## src/rtl/magia_tile_barrier_ctrl.sv

```systemverilog
`default_nettype none
// ============================================================================
// Module   : magia_tile_barrier_ctrl
// Brief    : Multi-tile hardware barrier. It collects arrivals and sleep status
//            from the participating tiles, then wakes them all with a single
//            one-cycle wu_wfe_o pulse. The optional timeout path is enabled by
//            defining MAGIA_BARRIER_TIMEOUT_EN.
// Revision : 1.0 - initial release
// ============================================================================
module magia_tile_barrier_ctrl #(
    parameter int N_TILES = 4,
    parameter int CNT_W   = 16,
    parameter int TO_W    = 20
) (
    input  logic               clk_i,
    input  logic               rstn_i,
    input  logic               enable_i,
    input  logic [N_TILES-1:0] mask_i,
    input  logic [N_TILES-1:0] arrive_i,
    input  logic [N_TILES-1:0] sleep_i,
    output logic [N_TILES-1:0] wu_wfe_o,
    output logic               done_o,
    output logic               busy_o,
    output logic [N_TILES-1:0] arrived_o,
    output logic [CNT_W-1:0]   barrier_cnt_o,
    input  logic [TO_W-1:0]    timeout_i,
    output logic               error_o
);

    typedef enum logic [1:0] {
        ST_IDLE    = 2'd0,
        ST_COLLECT = 2'd1,
        ST_RELEASE = 2'd2,
        ST_DRAIN   = 2'd3
    } state_t;

    localparam logic [CNT_W-1:0] c_cnt_one = {{(CNT_W-1){1'b0}}, 1'b1};

    state_t             r_state;
    state_t             w_state_nxt;
    logic [N_TILES-1:0] r_mask_q;
    logic [N_TILES-1:0] w_mask_nxt;
    logic [N_TILES-1:0] r_arrived;
    logic [N_TILES-1:0] w_arrived_nxt;
    logic [N_TILES-1:0] r_woke;
    logic [N_TILES-1:0] w_woke_nxt;
    logic [N_TILES-1:0] r_wake_set;
    logic [N_TILES-1:0] w_wake_set_nxt;
    logic [N_TILES-1:0] r_wu;
    logic [N_TILES-1:0] w_wu_nxt;
    logic               r_done;
    logic               w_done_nxt;
    logic [CNT_W-1:0]   r_cnt;
    logic [CNT_W-1:0]   w_cnt_nxt;

    logic [N_TILES-1:0] w_col_arr;
    logic [N_TILES-1:0] w_drain_woke;
    logic               w_release_ok;
    logic               w_timeout_hit;

    // Arrivals seen so far including this cycle, and wake-ups seen so far including this cycle
    assign w_col_arr    = r_arrived | (arrive_i & r_mask_q);
    assign w_drain_woke = r_woke | (~sleep_i & r_wake_set);
    assign w_release_ok = (r_state == ST_COLLECT)
                       && (w_col_arr == r_mask_q)
                       && ((sleep_i & r_mask_q) == r_mask_q);

`ifdef MAGIA_BARRIER_TIMEOUT_EN
    localparam logic [TO_W-1:0] c_to_one = {{(TO_W-1){1'b0}}, 1'b1};

    logic [TO_W-1:0] r_to_cnt;
    logic            r_error;
    logic            w_forced;

    assign w_timeout_hit = (r_state == ST_COLLECT)
                        && (timeout_i != '0)
                        && ((r_to_cnt + c_to_one) == timeout_i);
    assign w_forced      = w_timeout_hit && !w_release_ok;

    // Counter only advances while staying in COLLECT, so every entry starts from zero
    always_ff @(posedge clk_i or negedge rstn_i) begin
        if (!rstn_i) begin
            r_to_cnt <= '0;
            r_error  <= 1'b0;
        end else if (!enable_i) begin
            r_to_cnt <= '0;
            r_error  <= 1'b0;
        end else begin
            if ((r_state == ST_COLLECT) && (w_state_nxt == ST_COLLECT)) begin
                r_to_cnt <= r_to_cnt + c_to_one;
            end else begin
                r_to_cnt <= '0;
            end
            if (w_forced) begin
                r_error <= 1'b1;
            end
        end
    end

    assign error_o = r_error;
`else
    logic w_unused_timeout;

    assign w_unused_timeout = ^timeout_i;
    assign w_timeout_hit    = 1'b0;
    assign error_o          = 1'b0;
`endif

    always_comb begin
        w_state_nxt    = r_state;
        w_mask_nxt     = r_mask_q;
        w_arrived_nxt  = r_arrived;
        w_woke_nxt     = r_woke;
        w_wake_set_nxt = r_wake_set;
        w_wu_nxt       = '0;
        w_done_nxt     = 1'b0;
        w_cnt_nxt      = r_cnt;

        if (!enable_i) begin
            w_state_nxt    = ST_IDLE;
            w_mask_nxt     = '0;
            w_arrived_nxt  = '0;
            w_woke_nxt     = '0;
            w_wake_set_nxt = '0;
        end else begin
            case (r_state)
                ST_IDLE: begin
                    if ((arrive_i & mask_i) != '0) begin
                        w_mask_nxt    = mask_i;
                        w_arrived_nxt = arrive_i & mask_i;
                        w_state_nxt   = ST_COLLECT;
                    end
                end
                ST_COLLECT: begin
                    w_arrived_nxt = w_col_arr;
                    if (w_release_ok || w_timeout_hit) begin
                        // A forced release only wakes the tiles that actually arrived
                        w_wake_set_nxt = w_release_ok ? r_mask_q : w_col_arr;
                        w_wu_nxt       = w_wake_set_nxt;
                        w_done_nxt     = 1'b1;
                        w_cnt_nxt      = r_cnt + c_cnt_one;
                        w_arrived_nxt  = '0;
                        w_woke_nxt     = '0;
                        w_state_nxt    = ST_RELEASE;
                    end
                end
                ST_RELEASE: begin
                    w_state_nxt = ST_DRAIN;
                end
                ST_DRAIN: begin
                    w_woke_nxt    = w_drain_woke;
                    w_arrived_nxt = r_arrived | (arrive_i & r_mask_q);
                    if (w_drain_woke == r_wake_set) begin
                        w_state_nxt = (w_arrived_nxt != '0) ? ST_COLLECT : ST_IDLE;
                    end
                end
                default: begin
                    w_state_nxt = ST_IDLE;
                end
            endcase
        end
    end

    always_ff @(posedge clk_i or negedge rstn_i) begin
        if (!rstn_i) begin
            r_state    <= ST_IDLE;
            r_mask_q   <= '0;
            r_arrived  <= '0;
            r_woke     <= '0;
            r_wake_set <= '0;
            r_wu       <= '0;
            r_done     <= 1'b0;
            r_cnt      <= '0;
        end else begin
            r_state    <= w_state_nxt;
            r_mask_q   <= w_mask_nxt;
            r_arrived  <= w_arrived_nxt;
            r_woke     <= w_woke_nxt;
            r_wake_set <= w_wake_set_nxt;
            r_wu       <= w_wu_nxt;
            r_done     <= w_done_nxt;
            r_cnt      <= w_cnt_nxt;
        end
    end

    assign wu_wfe_o      = r_wu;
    assign done_o        = r_done;
    assign busy_o        = (r_state != ST_IDLE);
    assign arrived_o     = r_arrived;
    assign barrier_cnt_o = r_cnt;

endmodule
`default_nettype wire
```

## config.mk

```make
export PLATFORM = sky130hd
export DESIGN_NAME = magia_tile_barrier_ctrl
export DESIGN_NICKNAME = d
export VERILOG_FILES = /design/src/rtl/magia_tile_barrier_ctrl.sv
export SDC_FILE = /design/constraint.sdc
export NUM_CORES = 1
export LEC_CHECK = 0
export CAP_MARGIN = 20
export CORE_MARGIN = 10
export CORE_UTILIZATION = 29
export DETAILED_ROUTE_END_ITERATION = 10
export MAX_ROUTING_LAYER = met4
export PLACE_DENSITY = 0.65
export RECOVER_POWER = 100
export SETUP_SLACK_MARGIN = 0.02
export SYNTH_ARGS = -nofsm -noshare
export SYNTH_HDL_FRONTEND = slang
export SYNTH_SLANG_ARGS = --single-unit
```

## constraint.sdc

```tcl
create_clock -name clk_i -period 2.4 [get_ports clk_i]
set_input_delay 0.48 -clock clk_i [delete_from_list [all_inputs] [get_ports clk_i]]
set_output_delay 0.48 -clock clk_i [all_outputs]
set_load 0.02 [all_outputs]
```

Word level (Yosys, flattened, before mapping)
Cells that the tools add are included.
- word-level logic and storage cells: 68
- bits in registers: 39
- bits in latches: 0
- bits in writable memories: 0
- bits in read-only memories: 0
- memories: 0
- reduce and logical (&&, ||, !) cells: 12
- shift operators: 0
- multipliers: 0
- add/subtract/negate cells: 1
- multiplexer cells: 25
- magnitude comparators: 0
- equality and inequality tests: 15
- divide/modulo/power cells: 0
- bitwise gates (word level): 7
- operators with widths (cell ; number):
    two-way mux 4 bit ; 14
    adder 16 x 1 -> 16 bit, second input constant ; 1
    AND 4 bit ; 4
    == test 4 bit ; 3
    case mux 4 bit (3 select lines) ; 1
    != test 3 bit, second input constant ; 3
    two-way mux 2 bit ; 4
    != test 2 x 1 -> 1 bit, second input constant ; 4
    OR 4 bit ; 2
    case mux 2 bit (4 select lines) ; 1
    case mux 4 bit (2 select lines) ; 1
    AND reduction 2 bit ; 4
    nonzero test 4 bit ; 2
    AND reduction 3 bit ; 2
    == test 2 bit, second input constant ; 2
    two-way mux 1 bit ; 4
    != test 4 x 1 -> 1 bit, second input constant ; 1
    inverter 4 bit ; 1
    != test 3 x 1 -> 1 bit, second input constant ; 1
    == test 2 x 1 -> 1 bit, second input constant ; 1
    logical AND 1 bit ; 2
    logical NOT 2 bit ; 1
    nonzero test 2 bit ; 1

Logic depth before layout (Yosys ltp)
Gate-level depths: netlist (run 1).
- depth in word-level cells: 8
- gate-level depth with buffers: 7
- mapped depth without buffers: 7

Worst setup path before layout (run 1)
No wires, ideal clock.
- path kind: reg-to-reg
- start: reg r_arrived[1] (netlist: arrived_o[1])
- end: reg r_cnt[1] (netlist: barrier_cnt_o[1])
- buffers on the path: 0
- clock period less this slack: 1.974 ns
- library setup time: 0.125 ns
- arrival time: 1.849 ns
- cell stages (with the launch flop): 6
- path slack: 0.426 ns
- cells stage by stage: dfrtp_1 -> nor2b_2 -> a2111oi_4 -> nand4_2 -> nor2_1 -> mux2_2
- cells in the longest elaborated chain, start to end: 5
- RTL lines (what ; line ; source):
    start: declaration ; 43 ; logic [N_TILES-1:0] r_arrived;
    start signal: assignment ; 177 ; r_arrived <= w_arrived_nxt;
    OR 4 bit ; 62 ; assign w_col_arr = r_arrived | (arrive_i & r_mask_q);
    == test 4 bit ; 65 ; && (w_col_arr == r_mask_q)
    logical AND 1 bit ; 65 ;
    logical AND 1 bit ; 66 ; && ((sleep_i & r_mask_q) == r_mask_q);
    AND reduction 3 bit (no line) ; - ;
    end signal: assignment ; 182 ; r_cnt <= w_cnt_nxt;
    end: declaration ; 53 ; logic [CNT_W-1:0] r_cnt;
Every way passes these cells.
A chain may end at the register's enable or synchronous reset.

Final worst setup path (run 1)
- start: reg r_state[0]
- end: out busy_o
- cells in the longest elaborated chain, start to end: 1
- RTL lines (what ; line ; source):
    start: declaration ; 39 ; state_t r_state;
    start signal: assignment ; 175 ; r_state <= w_state_nxt;
    nonzero test 2 bit ; 188 ; assign busy_o = (r_state != ST_IDLE);
    end: declaration ; 23 ; output logic busy_o,
Every way passes these cells.

==> key figures, run 1 <==
GRT
  • Initial antenna violation count: 0
  • Total track usage: 10.9%
  • Grt ovf: 0
  • Vias in the first global route: 1,867
  • First-pass GRT wire length: 9.48 mm
  • Largest net degree at the start of global routing: 22

Detailed routing
  • Metal2 WL: between 2 and 3 mm
  • Met1 Routed Length: 2.61 mm
  • Top layer in use: met4
  • Drt pass-1 iters: 4
  • Drt total wl: 5.63 mm
  • Via Count: 1,819
  • Drt drc: 0
  • WL/cell: 15.2 um
  • Routed met3 length: roughly 190 um
  • Via-to-Cell Ratio: 4.92
  • Routed Antenna Nets: 0
  • Starting DRT DRC Count: 127

Worst setup path
  • Data arrival, critical path: 1.81 ns
  • Crit-path max FO: 7
  • CP most frequent cell: inv_1
  • CP Launch Type: register
  • Worst path slowest cell: clkdlybuf4s50_1
  • WS Path Type: reg2out
  • RR Startpoint: arrived_o[1]
  • Slowest cell delay on critical path: 0.61 ns
  • CP Data Required Time: 1.92 ns
  • Crit. End Element: output port
  • CP cell instances: inv_1, ha_1, inv_1, clkdlybuf4s50_1
  • CP startpoint: r_state[0]

Layout
  • Multi-input logic area: 976 um^2
  • Antenna diodes: 0
  • Most frequent cells in the layout: dfrtp_1, nand2_1, dlygate4sd3_1
  • Seq. cell area: 977 um^2
  • Util after Layout: 40.1%
  • Commonest non-fill, non-tap cell in the layout: dfrtp_1
  • Share of layout cells above drive strength 1: approximately a tenth
  • Final nets: 314
  • Layout fillers: around 710
  • Final Non-Filler Cells: 370
  • Area Overhead vs Synth: 33.0%

STA
  • Final worst path period share: 95.3%
  • Fmax: approximately 440 MHz
  • Rel. slew slack: around a third
  • Worst Tran Pin Value: 1.02 ns
  • Fin Clk Skew: 0.00367 ns
  • Final hold slack: roughly 0.33 ns
  • Slew Limit Fails: 0
  • Fin crit period: 2.29 ns
  • Hold Vio Cnt, Final: 0
  • RSZ-0062 raised after global routing: no
  • Final setup viols: 0
  • Setup TNS: 0 ns

Die
  • Top Ports: between 60 and 70
  • Core footprint: about 6800 um^2
  • Chip height: 104 um
  • Core Rows: 30
  • Starting Density: ~30%
  • Die area: 10,900 um^2
  • Die X: 104 um

Clock network
  • Post-cts hold buffer count: 0
  • Clock transition at the registers of the reported paths: 0.08 ns
  • Clk_lat worst skew: 0.30 ns
  • CTS tree: built
  • CTS resizes: 0
  • H-Tree Depth: 2
  • Setup Fix Bufs, Post-CTS: 0
  • CTS Buf Count: 5
  • Clk sinks: 39
  • Clk buf depth: 2
  • CTS root buffer: clkbuf_8

Power
  • Pwr dens: 835 nW/um^2
  • Pint: 1.37 mW
  • Switching share of power: 40.2%
  • Clk pwr share: around a fifth
  • Leakage: 1.31 nW
  • Sw Pwr: 0.919 mW
  • Sequential power share: 37.6%
  • Worst vdd ir: 0.000311 V
  • Combinational power share: 43.4%

Place
  • Routability Congestion: 0.890
  • Dpl hpwl: 4.29 mm
  • Placed insts: ~360
  • IO buf count: 40

Logic synthesis
  • Cells after synthesis: 215
  • Register area share after synthesis: 47.4%
  • Synth Flop Type: dfrtp_1
  • Mapped Area: between 2000 and 2500 um^2
  • Largest family of logic cells by synthesized area: simple AND/OR/NAND/NOR gates
  • Post-synth net total: 255
  • Compound-Gate Fraction of Synth Area: approximately 16%
  • EDFF count, synth: 0
  • Synth cell types: 46
  • Synth Area in XOR/XNOR: 6.38%
  • Post-synth ARST share: 100%
  • Simple-Gate Fraction of Synth Area: 20.0%
  • Syn avg cell area: 9.58 um^2
  • Post-synthesis adder-cell area fraction: 3.04%
  • Synthesized flop and latch total: 39
  • Multiplexer share of the synthesized area: 1.52%
  • Synthesis warning total: 0

Outcome
  • Outcome: finished clean

Min path
  • HP Class: in2async

Job
  • Max Cap Viol: 0
==> worst paths after layout <==
check / end / slack [ns] / cells after the start
min in group clk_i: barrier_cnt_o[15] / 0.47 / 1
max in group asynchronous: r_state[0] / 0.94 / 2
min reg2reg: barrier_cnt_o[15] / 0.47 / 1
max: busy_o / 0.11 / 4
max reg2reg: arrived_o[2] / 0.34 / 6
min: done_o / 0.33 / 1
==> flip-flops by register name (all words and copies together) (netlist names) <==
| register | flops |
|---|---|
| arrived_o | 4 |
| barrier_cnt_o | 16 |
| done_o | 1 |
| r_mask_q | 4 |
| r_state | 2 |
| r_wake_set | 4 |
| r_woke | 4 |
| wu_wfe_o | 4 |
==> cell usage after synthesis (4+ instances only) <==
| cell type | instances | share of area (%) |
|---|---|---|
| ha_1 | 5 | 3.0 |
| o31ai_1 | 4 | 1.5 |
| xnor2_1 | 5 | 2.1 |
| dfrtp_1 | 39 | 47 |
| inv_1 | 18 | 3.3 |
| a31oi_1 | 4 | 1.2 |
| nand3_1 | 12 | 2.9 |
| clkbuf_1 | 4 | 0.73 |
| o21ai_0 | 4 | 0.97 |
| nor3_1 | 7 | 1.7 |
| a22oi_1 | 4 | 1.5 |
| a21oi_1 | 6 | 1.5 |
| xor2_1 | 10 | 4.3 |
| nand2_1 | 31 | 5.6 |
| and3_1 | 5 | 1.5 |
| o22ai_1 | 4 | 1.2 |
| nand2b_1 | 4 | 1.2 |
| nor2_1 | 10 | 1.8 |
| a41oi_1 | 4 | 1.7 |
==> power by group through the flow <==
stage,sequential [mW],combinational [mW],clock (mW)
6_report,0.860,0.993,0.434
3_5_place_dp,0.874,1.03,0
3_3_place_gp,0.873,1.02,0
4_1_cts,0.861,1.04,0.449
5_1_grt,0.878,1.09,0.477
2_1_floorplan,0.913,0.556,0
==> through the flow <==
| stage | power (mW) | setup WS (ns) | cell area, um^2 |
|---|---|---|---|
| 4_1_cts | 2.35 | 0.0314 | 2760 |
| 3_3_place_gp | 1.89 | 0.0142 | 2680 |
| 3_5_place_dp | 1.91 | 0.0210 | 2680 |
| 2_1_floorplan | 1.47 | 0.426 | 2060 |
| 5_1_grt | 2.45 | 0.0659 | 2740 |
| 6_report | 2.29 | 0.113 | 2740 |
==> metal layers <==
layer | vias to the layer above | track usage, %
met4 | 0 | 4.67
met1 | 881 | 13.1
met5 | - | -
met3 | 5 | 2.17
met2 | 46 | 17.2
li1 | 887 | -
==> logic make-up after synthesis <==
logic type | count (synthesis)
simple gates | 83
compound gates | 44
flops | 39
buf+inv | 25
xor+xnor | 15
fa+ha+maj | 5
mux | 3
other cells | 1
==> area by class of cell <==
cell class                      count  share of cell area, %
Sequential cell                    39                   35.7
Clock inverter                      2                  0.503
Timing Repair Buffer               59                   18.8
Multi-Input combinational cell    151                   35.6
Inverter                           18                   2.47
Tap cell                           96                   4.39
Clock buffer                        5                   2.51
==> critical path, delay by kind of cell (launching register included) <==
| family | cells | cell delay [ns] |
|---|---|---|
| buffers and inverters | 3 | 0.80 |
| flip-flops | 1 | 0.44 |
| adder cells (fa/ha/maj) | 1 | 0.27 |
Note: power is estimated with default switching activity, not from simulation.
==> inputs of run 2 (changes only) <==
--- a/config.mk
+++ b/config.mk
@@ -7,10 +7,11 @@
 export LEC_CHECK = 0
 export CAP_MARGIN = 20
 export CORE_MARGIN = 10
-export CORE_UTILIZATION = 29
+export CORE_UTILIZATION = 47
+export CTS_BUF_LIST = sky130_fd_sc_hd__clkbuf_8 sky130_fd_sc_hd__clkbuf_16
 export DETAILED_ROUTE_END_ITERATION = 10
 export MAX_ROUTING_LAYER = met4
-export PLACE_DENSITY = 0.65
+export PLACE_DENSITY = 0.91
 export RECOVER_POWER = 100
 export SETUP_SLACK_MARGIN = 0.02
 export SYNTH_ARGS = -nofsm -noshare
==> key figures, run 2 (synthesis gave the netlist of run 1 again) <==
Detailed routing
  • Routed Antenna Nets: 0
  • Via Count: 1,858
  • WL/cell: 16.8 um
  • Starting DRT DRC Count: 146
  • Drt total wl: 5.40 mm
  • Via-to-Cell Ratio: 5.79
  • Drt pass-1 iters: 4
  • Drt drc: 0

Clock network
  • Post-cts hold buffer count: 0
  • H-Tree Depth: 2
  • Clock transition at the registers of the reported paths: around 0.08 ns
  • Setup Fix Bufs, Post-CTS: 0
  • CTS tree: built
  • Clk sinks: 39
  • CTS resizes: 0
  • Clk_lat worst skew: approximately 0.30 ns
  • Clk buf depth: 2
  • CTS root buffer: clkbuf_8
  • CTS Buf Count: 5

Worst setup path
  • WS Path Type: reg2out
  • CP Data Required Time: 1.92 ns
  • Data arrival, critical path: about 1.8 ns
  • Crit. End Element: output port
  • R2R Setup Slk: 0.36 ns
  • Crit-path max FO: 7
  • CP Launch Type: register

Power
  • Sw Pwr: 0.916 mW
  • Pint: 1.46 mW
  • Pwr dens: 889 nW/um^2
  • Worst vdd ir: 0.000646 V
  • Clk pwr share: 22.6%
  • Switching share of power: 38.6%
  • Leakage: 1.30 nW
  • Combinational power share: 41.3%
  • Sequential power share: 36.1%

GRT
  • GRT busiest layer: met2
  • Vias in the first global route: 1,940
  • Initial antenna violation count: 0
  • Global-route met1 utilization: 17.5%
  • Total track usage: between 10% and 20%
  • First-pass GRT wire length: 9.24 mm
  • Grt ovf: 0
  • Largest net degree at the start of global routing: 40
  • GR Layer Usage met3: 3.56%
  • Grt met2 use: 26.2%

Die
  • Die area: approximately 7400 um^2
  • Starting Density: 48.0%
  • Die X: 86.2 um
  • Chip height: 86.2 um
  • Core Rows: 24
  • Core footprint: 4290 um^2
  • Top Ports: 62

STA
  • RSZ-0062 raised after global routing: no
  • Fin crit period: 2.28 ns
  • Rel. slew slack: a little over a third
  • Hold Vio Cnt, Final: 0
  • Slew Limit Fails: 0
  • Final worst path period share: 95.2%
  • Worst Tran Pin Value: around 0.96 ns
  • Final setup viols: 0
  • Fmax: 438 MHz
  • Fin Clk Skew: 0.00404 ns

Place
  • IO buf count: 40
  • Dpl hpwl: 4.07 mm
  • Routability Congestion: approximately 0.90
  • Placed insts: 314

Layout
  • Util after Layout: 62.2%
  • Most frequent cells in the layout: dfrtp_1, nand2_1, dlygate4sd3_1
  • Final nets: a little over 300
  • Max reg flops: 16
  • Commonest non-fill, non-tap cell in the layout: dfrtp_1
  • Final Non-Filler Cells: 321
  • Share of layout cells above drive strength 1: under 10%
  • Antenna diodes: 0
  • Layout fillers: roughly 350
  • Area Overhead vs Synth: 29.6%

Min path
  • HP Class: in2async

Outcome
  • Outcome: finished clean

Job
  • Max Cap Viol: 0
run 2: changes by cell type in the layout (fill, tap and decap cells not counted), sizes merged:
| cell | previous run | this run |
|---|---|---|
| clkbuf | 15 | 12 |
| buf | 10 | 8 |
| clkinv | 2 | 0 |
| bufinv | 0 | 1 |
| clkinvlp | 0 | 1 |
run 2: layer usage:
metal | routed length, um | vias up
met3 | 268 | 16
li1 | - | 874
met1 | 2280 | 892
met5 | 0 | -
met2 | 2680 | 76
met4 | 165 | 0
run 2: worst paths after layout:
check	end	startpoint	cells past startpoint
max reg2reg	barrier_cnt_o[5]	arrived_o[0]	6
max in group asynchronous	r_state[0]	rstn_i	1
min	barrier_cnt_o[1]	rstn_i	1
max	busy_o	r_state[0]	4
min in group clk_i	barrier_cnt_o[15]	barrier_cnt_o[15]	1
min reg2reg	barrier_cnt_o[15]	barrier_cnt_o[15]	1
run 2: metrics by stage:
| step | cell area [um^2] | worst slack [ns] | TNS (ns) | hold WS [ns] | total power, mW |
|---|---|---|---|---|---|
| after floorplan | 2060 | 0.426 | 0 | 0.184 | 1.47 |
| after global placement | 2590 | 0.0382 | 0 | 0.457 | 1.84 |
| after detailed placement | 2590 | -0.0815 | -0.130 | 0.471 | 1.88 |
| after CTS | 2690 | 0.0383 | 0 | 0.320 | 2.42 |
| after global routing | 2670 | 0.0501 | 0 | 0.395 | 2.51 |
| final | 2670 | 0.115 | 0 | 0.321 | 2.37 |
run 2: cell type report:
class | instances | area (um^2) | share of cell area, %
clock buffers | 5 | 68.8 | 2.58
clock inverters | 2 | 37.5 | 1.41
inverters | 18 | 67.6 | 2.53
multi-input cells | 151 | 976 | 36.6
flip-flops and latches | 39 | 977 | 36.6
well taps | 52 | 65.1 | 2.44
repair buffers | 54 | 478 | 17.9
run 2: critical path, stage by stage, from the launching register on:
cell	delay (ns)
dfrtp_2	0.44
inv_1	0.12
ha_1	0.28
inv_1	0.07
clkdlybuf4s50_1	0.60
run 2: power groups by stage:
stage,clock (mW),combinational (mW),sequential [mW]
detailed placement,0,1.01,0.867
floorplan,0,0.556,0.913
finish,0.536,0.982,0.857
global placement,0,0.974,0.863
CTS,0.542,1.02,0.855
global route,0.569,1.07,0.869
==> inputs of run 3 (changes only) <==
--- a/config.mk
+++ b/config.mk
@@ -10,10 +10,12 @@
 export CORE_UTILIZATION = 47
 export CTS_BUF_LIST = sky130_fd_sc_hd__clkbuf_8 sky130_fd_sc_hd__clkbuf_16
 export DETAILED_ROUTE_END_ITERATION = 10
+export GPL_ROUTABILITY_DRIVEN = 0
 export MAX_ROUTING_LAYER = met4
 export PLACE_DENSITY = 0.91
 export RECOVER_POWER = 100
 export SETUP_SLACK_MARGIN = 0.02
+export SLEW_MARGIN = 30
 export SYNTH_ARGS = -nofsm -noshare
 export SYNTH_HDL_FRONTEND = slang
 export SYNTH_SLANG_ARGS = --single-unit
==> results of run 3 <==
Final layout, timing and power as in run 2 (identical DEF).
==> RTL edit 1: new RTL, flow settings as in run 3 <==
The 4 states of `state_t` get a one-hot encoding in 4 bits.
--- a/src/rtl/magia_tile_barrier_ctrl.sv
+++ b/src/rtl/magia_tile_barrier_ctrl.sv
@@ -29,7 +29,7 @@
 
-    typedef enum logic [1:0] {
-        ST_IDLE    = 2'd0,
-        ST_COLLECT = 2'd1,
-        ST_RELEASE = 2'd2,
-        ST_DRAIN   = 2'd3
+    typedef enum logic [3:0] {
+        ST_IDLE    = 4'b0001,
+        ST_COLLECT = 4'b0010,
+        ST_RELEASE = 4'b0100,
+        ST_DRAIN   = 4'b1000
     } state_t;
Check against the original RTL: same outputs for any inputs over 4 cycles, from zero or initial values and one cycle with rstn_i low; so few cycles prove little.
==> RTL edit 1 against run 3 <==
  * Maximum frequency up 0.58%
  * Sequential cell count up 2
  * Worst setup slack better by 13 ps
  * Routed wire length down 4.5%
  * Area after synthesis up 2.0%
  * Count of clock-buffer cells in the layout unchanged
  * Clock skew up 2.8 ps
  * Non-clock buffer count unchanged
  * Cell area up 2.9%
Power is not compared: it rests on default switching activity, and its combinational part moved more than twofold at a synthesized area within 25%.
==> RTL edit 1: results (changes against run 3) <==
outcome:
  result_of_the_run: "completed"  # unchanged
timing:
  finalClockSkew_ps: 6.88  # was 4.04 ps
  worstMarginPinSlew_ps: 981  # was 963 ps
drt:
  vias: 1813  # was 1858
  drtIter0Drc: 91  # was 146
  drt-total-wl_mm: 5.16  # was 5.40 mm
  length_of_the_first_detailed_routing_pass_in_iterations: 4  # unchanged
synthesis:
  syn_inst: 212  # was 215
  count_of_warnings_emitted_by_yosys: 0  # unchanged
  synth_compound_gate_area_share_pct: 15.7  # was 16.3%
  synthDistinctLibCells: 51  # was 46
  synth.top_cells.by_area: "sky130_fd_sc_hd__dfrtp_1, sky130_fd_sc_hd__nand2_1, sky130_fd_sc_hd__xnor2_1"  # was sky130_fd_sc_hd__dfrtp_1, sky130_fd_sc_hd__nand2_1, sky130_fd_sc_hd__xor2_1
  sequential_fraction_of_the_synthesis_area_pct: 48.9  # was 47.4%
  synth-xor-area-share_pct: 6.67  # was 6.38%
  synthTopCellsByCount: "sky130_fd_sc_hd__dfrtp_1, sky130_fd_sc_hd__nand2_1, sky130_fd_sc_hd__nand3_1"  # was sky130_fd_sc_hd__dfrtp_1, sky130_fd_sc_hd__nand2_1, sky130_fd_sc_hd__inv_1
  synth-adder-area-share_pct: 0.596  # was 3.04%
  syn-num-nets: 248  # was 255
  synth_top_flop_cell: "sky130_fd_sc_hd__dfrtp_1"  # unchanged
  muxShareOfSynthArea_pct: 0  # was 1.52%
worst_hold_path:
  hold_path_class: "primary input to async pin"  # unchanged
clock_network:
  ctsLongestPathBuffers: 2  # unchanged
  root_buffer: "sky130_fd_sc_hd__clkbuf_8"  # unchanged
  cts_made_buffers: 5  # unchanged
  cts.reportedPaths.clkPinSlew_ps: 70
  post-cts-setup-buffer-count: 0  # unchanged
  cts_repair_resize_count: 0  # unchanged
  clkLatencyLatePin_ps: 290
place:
  port_buffers: 40  # unchanged
  dp.cells: 313  # was 314
  place_hpwl_mm: 3.96  # was 4.07 mm
setup_path:
  critical_path.reg2reg.endpoint: "arrived_o[2]"  # was barrier_cnt_o[5]
  worstPathMaxFanout: 6  # was 7
  r2r_start: "r_state[2]"  # was arrived_o[0]
  critPathArrivalTime_ps: 1790
  setup_slack_reg_to_reg_ps: 330  # was 360 ps
  worst-r2r-cell-count: 6  # unchanged
global_route:
  largest_net_degree_at_the_start_of_global_routing: 42  # was 40
  grt.total_usage_pct: 14.6  # was 15.8%
  grt_pass1_wl_mm: 8.74  # was 9.24 mm
cells_and_area:
  finalNetCount: 304  # was 309
  stdcell_count: 321  # unchanged
  insertedDiodeCount: 0  # unchanged
  fillerInstances: 338  # was 351
  largest_reg_flops: 16  # unchanged
  share_of_final_layout_standard_cells_stronger_than_drive_strength_1_pct: 11.9  # was 8.92%
power:
  power.internal_mw: 1.30
  ir_worst_vdd_mv: 0.429
  power_mw: 1.76
[RTL edit 1: per-layer routing]
layer	track usage, %	vias to the layer above	wire (um)
met1	16.7	883	2160
li1	-	879	-
met4	4.12	0	84
met3	3.56	9	268
met5	-	-	0
met2	24.7	42	2650
[RTL edit 1: area by class of cell]
class	instances	area, um2	share of cell area [%]
clock buffer	5	68.8	2.51
clock inverter	3	65.1	2.37
inverter	15	56.3	2.05
multi-input combinational	151	978	35.6
sequential	41	1030	37.4
tap	52	65.1	2.37
timing repair buffer	54	485	17.7
[RTL edit 1: worst max-delay path by stage]
stage | to | slack (ps) | startpoint
6_report | busy_o | 130 | r_state[0]
4_1_cts | busy_o | 110 | r_state[0]
5_1_grt | busy_o | 50 | r_state[0]
2_1_floorplan | barrier_cnt_o[4] | 170 | arrived_o[0]
3_3_place_gp | barrier_cnt_o[7] | 40 | sleep_i[0]
3_5_place_dp | barrier_cnt_o[10] | -10 | sleep_i[0]
[RTL edit 1: power groups by stage]
| stage | sequential [mW] | combinational (mW) | clock (mW) |
|---|---|---|---|
| after CTS | 0.776 | 0.359 | 0.655 |
| after floorplan | 0.800 | 0.174 | 0 |
| after global routing | 0.783 | 0.381 | 0.689 |
| final | 0.777 | 0.346 | 0.640 |
| after global placement | 0.786 | 0.349 | 0 |
| after detailed placement | 0.788 | 0.357 | 0 |
[RTL edit 1: critical path: stages, from the launching register on]
cell,delay (ps)
sky130_fd_sc_hd__dfstp_2,580
sky130_fd_sc_hd__nor4b_2,250
sky130_fd_sc_hd__inv_1,110
sky130_fd_sc_hd__clkdlybuf4s50_1,550
[RTL edit 1: logic make-up (layout without fill, tap and decap cells)]
logic type	Yosys count	after routing
AND/OR/NAND/NOR	88	88
flip-flops	41	41
buffers and inverters	20	77
AO/OA/AOI/OAI	45	45
adder cells (fa/ha/maj)	1	1
XOR/XNOR	16	16
other	1	1
[RTL edit 1: stage by stage]
stage                     setup WS, ps  hold slack [ps]  util (%)  TNS [ps]  instance area (um2)
after CTS                          110              328      63.8         0                 2780
after floorplan                    173              184         -         0                 2100
after global placement            37.1              458      60.7         0                 2640
after global routing              51.0              407      63.1         0                 2750
final                              129              339      63.1         0                 2750
after detailed placement         -11.1              461      60.7     -11.1                 2640
==> RTL edit 2: new RTL, settings of run 3 <==
Made on the original files. The option `MAGIA_BARRIER_TIMEOUT_EN` is turned on by a define.
--- a/src/rtl/magia_tile_barrier_ctrl.sv
+++ b/src/rtl/magia_tile_barrier_ctrl.sv
@@ -9,2 +9,4 @@
 // ============================================================================
+`define MAGIA_BARRIER_TIMEOUT_EN
+
 module magia_tile_barrier_ctrl #(
Check against the original RTL: not equivalent (Yosys sat finds a counterexample within 4 cycles, from zero or initial values and one cycle with rstn_i low).
==> RTL edit 2 against run 3 <==
  * The run now ends with negative setup slack left
  * Sequential cell count is 21 higher
  * Worst setup slack got worse by 780 ps
  * Area after synthesis is 92% higher
  * Via count is 130% higher
  * Maximum frequency down 25%
  * Routed wire length rose to 2.7 times the old value
  * Total power grew 79%
  * Sequential share of layout area decreased by 12 points
  * Clock skew grew 11 ps
  * Cell area rose by 130%
  * Utilization is 11 points higher
  * Register-to-register slack lost 1000 ps
  * Synthesized cell count up 95%
  * Critical path type is now flip-flop to flip-flop
==> RTL edit 2: results (changes against run 3) <==
global_route:
  global_route.usage.met2_pct: 38.7  # was 26.2%
  largest_net_degree_at_the_start_of_global_routing: 41  # was 40
  grt_pass1_wl_mm: 22.6  # was 9.24 mm
  grtUsageMet1_pct: 23.5  # was 17.5%
  grt.total_usage_pct: 22.4  # was 15.8%
setup_path:
  r2r_start: "r_to_cnt[9]"  # was arrived_o[0]
  critPathArrivalTime_ps: 3300  # was 1800 ps
  worst-r2r-cell-count: 10  # was 6
  worstPathMaxFanout: 6  # was 7
  worst_path_dominant_cell_family: "simple AND/OR/NAND/NOR gates"  # was buffers and inverters
  slowest_delay_ps: 550  # was 600 ps
  slowest_stage: "sky130_fd_sc_hd__nor4_1"  # was sky130_fd_sc_hd__clkdlybuf4s50_1
  critical_path.reg2reg.endpoint: "barrier_cnt_o[1]"  # was barrier_cnt_o[5]
clock_network:
  cts_repair_resize_count: 33  # was 0
  clkLatencyLatePin_ps: 360  # was 300 ps
  post-cts-setup-buffer-count: 7  # was 0
  htree_levels: 3  # was 2
  cts_made_buffers: 9  # was 5
power:
  clockPowerShare_pct: 24.8  # was 22.6%
  cellLeakagePower_nw: 2.64  # was 1.30 nW
  sw_frac_of_total_pct: 40.6  # was 38.6%
  ir_worst_vdd_mv: 0.691  # was 0.646 mV
  power_combinational_mw: 1.91  # was 0.982 mW
timing:
  fin_crit_share_pct: 128  # was 95.2%
  finalClockSkew_ps: 15.5  # was 4.04 ps
  fin_ws_ps: -661  # was 115 ps
  fin_setup_tns_ps: -29980  # was 0 ps
  worstMarginPinSlew_ps: 1190  # was 963 ps
  setup_violations: 56  # was 0
synthesis:
  muxShareOfSynthArea_pct: 0.537  # was 1.52%
  async_flop_share_pct: 100  # unchanged
  synth_compound_gate_area_share_pct: 19.4  # was 16.3%
  synth-adder-area-share_pct: 1.90  # was 3.04%
  synth-xor-area-share_pct: 11.9  # was 6.38%
  synthDistinctLibCells: 69  # was 46
  syn-num-nets: 460  # was 255
  synthTopCellsByCount: "sky130_fd_sc_hd__dfrtp_1, sky130_fd_sc_hd__nand2_1, sky130_fd_sc_hd__nor2_1"  # was sky130_fd_sc_hd__dfrtp_1, sky130_fd_sc_hd__nand2_1, sky130_fd_sc_hd__inv_1
drt:
  met1Wirelength_mm: 5.23  # was 2.28 mm
  drtIter0Drc: 474  # was 146
  length_of_the_first_detailed_routing_pass_in_iterations: 5  # was 4
  route.detailed.vias_per_inst: 6.24  # was 5.79
  met2_length_mm: 7.53  # was 2.68 mm
  drt-wirelength-per-cell_um: 21.1  # was 16.8 um
  met3_wirelength_mm: 1.08  # was 268 um
cells_and_area:
  share_of_final_layout_standard_cells_stronger_than_drive_strength_1_pct: 32.7  # was 8.92%
  largest_reg_flops: 20  # was 16
  fillerInstances: 484  # was 351
outcome:
  result_of_the_run: "finished, violations left"  # was completed
  violations: "negative setup slack"
place:
  place_area_um2: 5450  # was 2590 um2
  port_buffers: 61  # was 40
[RTL edit 2: through the flow]
stage	worst slack [ps]	utilization (%)	power [mW]	std cells	hold slack, ps
after floorplan	-308	-	2.21	419	184
after global placement	-624	66.3	2.92	667	462
after detailed placement	-714	66.3	2.99	667	468
after CTS	-418	71.4	4.10	689	110
after global routing	-713	73.2	4.42	692	453
final	-661	73.2	4.25	692	336
[RTL edit 2: cell families after synthesis]
group                      count (synthesis)
and+or+nand+nor                          169
AOI/OAI and AO/OA                         97
DFF                                       60
xor gates and xnor gates                  49
buffers and inverters                     36
adders and majority gates                  6
muxes                                      2
[RTL edit 2: layout make-up]
type                            instances  share of cell area [%]
Multi-Input combinational cell        323                    43.2
Timing Repair Buffer                  167                    24.7
Tap cell                              105                    2.18
Clock inverter                          7                    1.64
Inverter                               21                    1.31
Sequential cell                        60                    25.0
Clock buffer                            9                    2.06
